[config.mk]
export PLATFORM = sky130hd
export DESIGN_NAME = isr_stream
export DESIGN_NICKNAME = d
export VERILOG_FILES = /design/src/rtl/isr_pkg.sv /design/src/rtl/isr_square_pipe.sv /design/src/rtl/isr_stream.sv
export SDC_FILE = /design/constraint.sdc
export NUM_CORES = 2
export LEC_CHECK = 0
export ABC_AREA = 1
export CAP_MARGIN = 10
export CORE_MARGIN = 3
export CORE_UTILIZATION = 40
export CTS_CLUSTER_SIZE = 16
export DETAILED_ROUTE_END_ITERATION = 10
export GPL_TIMING_DRIVEN = 0
export PLACE_DENSITY_LB_ADDON = 0.2
export SLEW_MARGIN = 20
export SYNTH_ARGS = -nofsm -noshare
export SYNTH_HDL_FRONTEND = slang
export SYNTH_HIERARCHICAL = 1
export SYNTH_SLANG_ARGS = --single-unit
[constraint.sdc]
create_clock -name clock -period 8.72 [get_ports clock]
set_input_delay 1.308 -clock clock [delete_from_list [all_inputs] [get_ports clock]]
set_output_delay 1.308 -clock clock [all_outputs]
set_load 0.02 [all_outputs]
[src/rtl/isr_pkg.sv]
// Shared types for the integer square root engine.
// Holds the FSM state enum and a latency helper.
package isr_pkg;

  typedef enum logic [2:0] {
    IDLE,
    SQUARE,
    WAIT,
    CHECK,
    DONE
  } isr_state_t;

  function automatic int isr_latency(input int in_w, input int mul_lat);
    return (in_w / 2) * (mul_lat + 2) + 1;
  endfunction

endpackage

[src/rtl/isr_square_pipe.sv]
// Pipelined squarer: product = operand * operand after MUL_LAT cycles.
// Only the valid chain is reset; data stages follow it.
module isr_square_pipe #(
  parameter int OP_W    = 32,
  parameter int MUL_LAT = 8
) (
  input  logic              clock,
  input  logic              reset,
  input  logic              start,
  input  logic [OP_W-1:0]   operand,
  output logic              done,
  output logic [2*OP_W-1:0] product
);

  localparam int P_W = 2 * OP_W;

  logic [MUL_LAT-1:0] vld_q;
  logic [P_W-1:0]     prod_q [MUL_LAT];

  always_ff @(posedge clock) begin
    if (reset) begin
      vld_q <= '0;
    end else begin
      vld_q[0] <= start;
      for (int i = 1; i < MUL_LAT; i++) begin
        vld_q[i] <= vld_q[i-1];
      end
    end
  end

  always_ff @(posedge clock) begin
    prod_q[0] <= P_W'(operand) * P_W'(operand);
    for (int i = 1; i < MUL_LAT; i++) begin
      prod_q[i] <= prod_q[i-1];
    end
  end

  assign done    = vld_q[MUL_LAT-1];
  assign product = prod_q[MUL_LAT-1];

endmodule

[src/rtl/isr_stream.sv]
// Integer square root with valid/ready handshakes.
// Builds the root MSB-first, squaring each candidate in a pipelined squarer.
module isr_stream
  import isr_pkg::*;
#(
  parameter int IN_W    = 64,
  parameter int MUL_LAT = 8
) (
  input  logic              clock,
  input  logic              reset,
  input  logic              in_valid,
  output logic              in_ready,
  input  logic [IN_W-1:0]   value,
  output logic              out_valid,
  input  logic              out_ready,
  output logic [IN_W/2-1:0] result,
  output logic              exact
);

  localparam int OUT_W = IN_W / 2;
  localparam int BW    = (OUT_W > 1) ? $clog2(OUT_W) : 1;
  localparam int CW    = $clog2(MUL_LAT + 1);

  isr_state_t       state_q, state_d;
  logic [IN_W-1:0]  value_q;
  logic [OUT_W-1:0] root_q;
  logic [BW-1:0]    bit_idx;
  logic [CW-1:0]    wait_cnt;
  logic             eq_q;
  logic             out_valid_q;
  logic [OUT_W-1:0] result_q;
  logic             exact_q;

  logic [OUT_W-1:0] cand;
  logic             mul_start;
  logic             mul_done;
  logic [IN_W-1:0]  product;
  logic             keep;

  assign cand = root_q | (OUT_W'(1) << bit_idx);
  assign keep = (product <= value_q);

  isr_square_pipe #(
    .OP_W    (OUT_W),
    .MUL_LAT (MUL_LAT)
  ) u_sq (
    .clock   (clock),
    .reset   (reset),
    .start   (mul_start),
    .operand (cand),
    .done    (mul_done),
    .product (product)
  );

  always_comb begin
    state_d   = state_q;
    mul_start = 1'b0;
    unique case (state_q)
      IDLE: begin
        if (in_valid) state_d = SQUARE;
      end
      SQUARE: begin
        mul_start = 1'b1;
        state_d   = WAIT;
      end
      WAIT: begin
        if (mul_done && wait_cnt == '0) state_d = CHECK;
      end
      CHECK: begin
        state_d = (bit_idx == '0) ? DONE : SQUARE;
      end
      DONE: begin
        if (out_valid_q && out_ready) state_d = IDLE;
      end
      default: state_d = IDLE;
    endcase
  end

  always_ff @(posedge clock) begin
    if (reset) begin
      state_q     <= IDLE;
      value_q     <= '0;
      root_q      <= '0;
      bit_idx     <= '0;
      wait_cnt    <= '0;
      eq_q        <= 1'b0;
      out_valid_q <= 1'b0;
      result_q    <= '0;
      exact_q     <= 1'b0;
    end else begin
      state_q <= state_d;
      unique case (state_q)
        IDLE: begin
          if (in_valid) begin
            value_q <= value;
            root_q  <= '0;
            bit_idx <= BW'(OUT_W - 1);
            // A zero radicand keeps no bit, yet its root is exact.
            eq_q    <= (value == '0);
          end
        end
        SQUARE: begin
          wait_cnt <= CW'(MUL_LAT - 1);
        end
        WAIT: begin
          if (wait_cnt != '0) wait_cnt <= wait_cnt - CW'(1);
        end
        CHECK: begin
          if (keep) begin
            root_q <= cand;
            eq_q   <= (product == value_q);
          end
          if (bit_idx != '0) bit_idx <= bit_idx - BW'(1);
        end
        DONE: begin
          if (!out_valid_q) begin
            out_valid_q <= 1'b1;
            result_q    <= root_q;
            exact_q     <= eq_q;
          end else if (out_ready) begin
            out_valid_q <= 1'b0;
          end
        end
        default: ;
      endcase
    end
  end

  assign in_ready  = (state_q == IDLE);
  assign out_valid = out_valid_q;
  assign result    = result_q;
  assign exact     = exact_q;

endmodule

==> impl_metrics.toml <==
[logic_synthesis]
synthSimpleGateAreaFrac_pct = 13.7
synthTopCellsByCount = "1,553 x inv_1, 1,220 x nand2_1, 792 x fa_1"
synth_nets = 6954
ys_async_sr_fraction_pct = 0
ys_seq_area_share_pct = 26.1
synth_cell_types = 46
avgSynthCellArea_um2 = 8.78
synth_edf_count = 0
synthesis.area_um2 = 50300
synth-compound-area-share_pct = 4.14
syn_inst = 5724
synthMuxAreaShare_pct = 0
synth_seq_cells = 655
synth.most_common_cell = "inv_1"
yosysTopAreaCell = "fa_1"
ys_warn_count = 6
yosys_most_used_dff = "dfxtp_1"
synth_xor_area_share_pct = 1.36
synthAdderAreaFrac_pct = 40.7
synth_area_leaders = "fa_1 32%, dfxtp_1 26%, inv_1 12%"
synth_top_family_by_area = "adder cells"
synth_top_area_share_pct = 31.5

[clocking]
clock-root-buffer = "clkbuf_16"
clock_path_buffers = 3
clock_sinks = 655
tritoncts = "built"
postCtsHoldBufs = 0
clk_pin_slew_ns = 0.06
htreeDepth = 2
clk_latency_ns = 0.63
numCtsBuffers = 57

[sta]
finalHoldViolations = 0
grt_setup_unrepaired = "no"
maxSlewHeadroom_pct = 22.2
worst_slack_ns = 0.252
finalSetupViolCount = 0
worstMarginPinSlew_ns = 1.17
slew_viol_final = 0
finalCriticalPeriod_ns = 8.47
fmax_mhz = 118
period_share_pct = 97.1
fin_skew_ns = 0.0385

[placement]
port_buffers = 101
pre_cts_ws_ns = -1.10
hpwl_mm = 120
place.gp.congestion = 0.955
placed_cell_area_um2 = 53500

[global_routing]
grt_use_total_pct = 22.7
grt_pass1_wl_mm = 222
grt_overflow = 0
grt_max_degree = 19
grt_pass1_vias = 37400
antenna_found_initial = 4

[die]
rows = 129
die_area_um2 = 130000
initial_core_util_pct = 40.5
ios = 103
core_area_um2 = 124000
die_h_um = 361
die_w_um = 361

[setup_path]
critPathKind = "reg2reg"
path_delay_family = "adder cells"
slowest_stage = "clkbuf_1"
cp_common_cell = "nand2_1"
rr_endpoint = "u_sq/prod_q[0][62]"
crit_required_ns = 9.23
r2r_cells = 31
r2r_slack_ns = 0.25
cp_max_fo = 10
worst_setup_path_end_kind = "flop"
critPathBufInv = 7
cp_slowest_stage_delay_ns = 0.86
cp.arrival_ns = 8.98
cp-start-kind = "flop"
reg2reg_from = "bit_idx[0]"

[routing]
drtIter0Drc = 2537
ant_nets = 0
num_vias = 35700
drc = 0
via_per_inst = 4.70
dr.pass1.iters = 5
wl_mm = 144
wl_per_cell_um = 19.0

[worst_hold_path]
hp-class = "reg2reg"
min-delay-start = "u_sq/prod_q[0][8]"
whs_path_depth = 0
holdPathEnd = "u_sq/prod_q[0][72]"

[layout]
syn_to_final_growth_pct = 11.4
drive_above_1_share_pct = 6.93
layout.nets = 7134
fin_util_pct = 45.1
final_area_um2 = 56000

[outcome]
status = "complete, no violations"

[job]
maxCapViolCount = 0
==> stage by stage <==
| step | TNS [ns] | hold WS [ns] | cells |
|---|---|---|---|
| 2_1_floorplan | 0 | 0.310 | 5724 |
| 3_3_place_gp | -76.89 | 0.310 | 7462 |
| 3_5_place_dp | -43.13 | 0.312 | 7468 |
| 4_1_cts | 0 | 0.322 | 7569 |
| 5_1_grt | 0 | 0.325 | 7585 |
| 6_report | 0 | 0.321 | 7591 |
==> registers in the layout, indices dropped and copies added (netlist names) <==
register and flops:
root_q 32, exact 1, u_sq/prod_q 504, bit_idx 5, wait_cnt 4, u_sq/vld_q 8
value_q 64, out_valid 1, result 32, state_q 3, eq_q 1
==> layout make-up <==
| cell class | count | area (um^2) |
|---|---|---|
| antenna | 6 | 15.0 |
| buffer | 223 | 1300 |
| clock buffer | 77 | 1610 |
| clock inverter | 26 | 379 |
| tap | 1637 | 2050 |
| timing repair buffer | 127 | 1290 |
| multi-input combinational | 3277 | 30400 |
| sequential | 655 | 13100 |
| inverter | 1563 | 5870 |
| fill | 12400 | 68300 |
==> cell usage in the layout, fill, tap and decap left out, types with 28 or more instances in the layout <==
master / count
clkbuf_16: 57
clkbuf_1: 58
nand2_1: 1220
clkdlybuf4s50_1: 101
o21ai_0: 76
nand3_1: 126
a21oi_1: 217
inv_1: 1553
xor2_1: 63
clkbuf_2: 52
fa_1: 792
buf_4: 81
ha_1: 369
o21bai_1: 28
nor2_1: 177
dfxtp_1: 655
==> worst max path at each step <==
stage	slack [ns]	depth (start not counted)	to	from
final	0.25	31	u_sq/prod_q[0][62]	bit_idx[0]
after global routing	0.009	31	u_sq/prod_q[0][57]	bit_idx[0]
after CTS	0.005	25	u_sq/prod_q[0][48]	bit_idx[4]
after detailed placement	-1.10	31	u_sq/prod_q[0][63]	bit_idx[1]
after global placement	-1.86	25	u_sq/prod_q[0][48]	bit_idx[2]
after floorplan	1.41	31	u_sq/prod_q[0][63]	bit_idx[4]
==> per-layer routing <==
layer / vias to the layer above / wire length, um / track usage [%]
met3: 231 / 9580 / 3.59
met4: 0 / 5540 / 7.90
met5: - / 0 / 0
li1: 16900 / - / -
met1: 17500 / 60800 / 29.4
met2: 1089 / 68500 / 38.5
==> logic make-up (layout without fill, tap and decap cells) <==
family	after synthesis	in the layout
AO/OA/AOI/OAI	374	374
XOR/XNOR	78	78
adder cells (fa/ha/maj)	1162	1162
buffers and inverters	1792	2016
flip-flops	655	655
other	1	7
AND/OR/NAND/NOR	1662	1662
==> timing repair <==
| action | in CTS | in global routing |
|---|---|---|
| setup buffers | 0 | 20 |
| resized for setup | 87 | 111 |
| endpoints found under the setup margin | 49 | 45 |
| endpoints found under the hold margin | 0 | 0 |
| pin swaps | 0 | 9 |
Power is left out: the tool's default activity adds up to more than one toggle a clock period on the data nets, which glitch-free logic cannot reach.
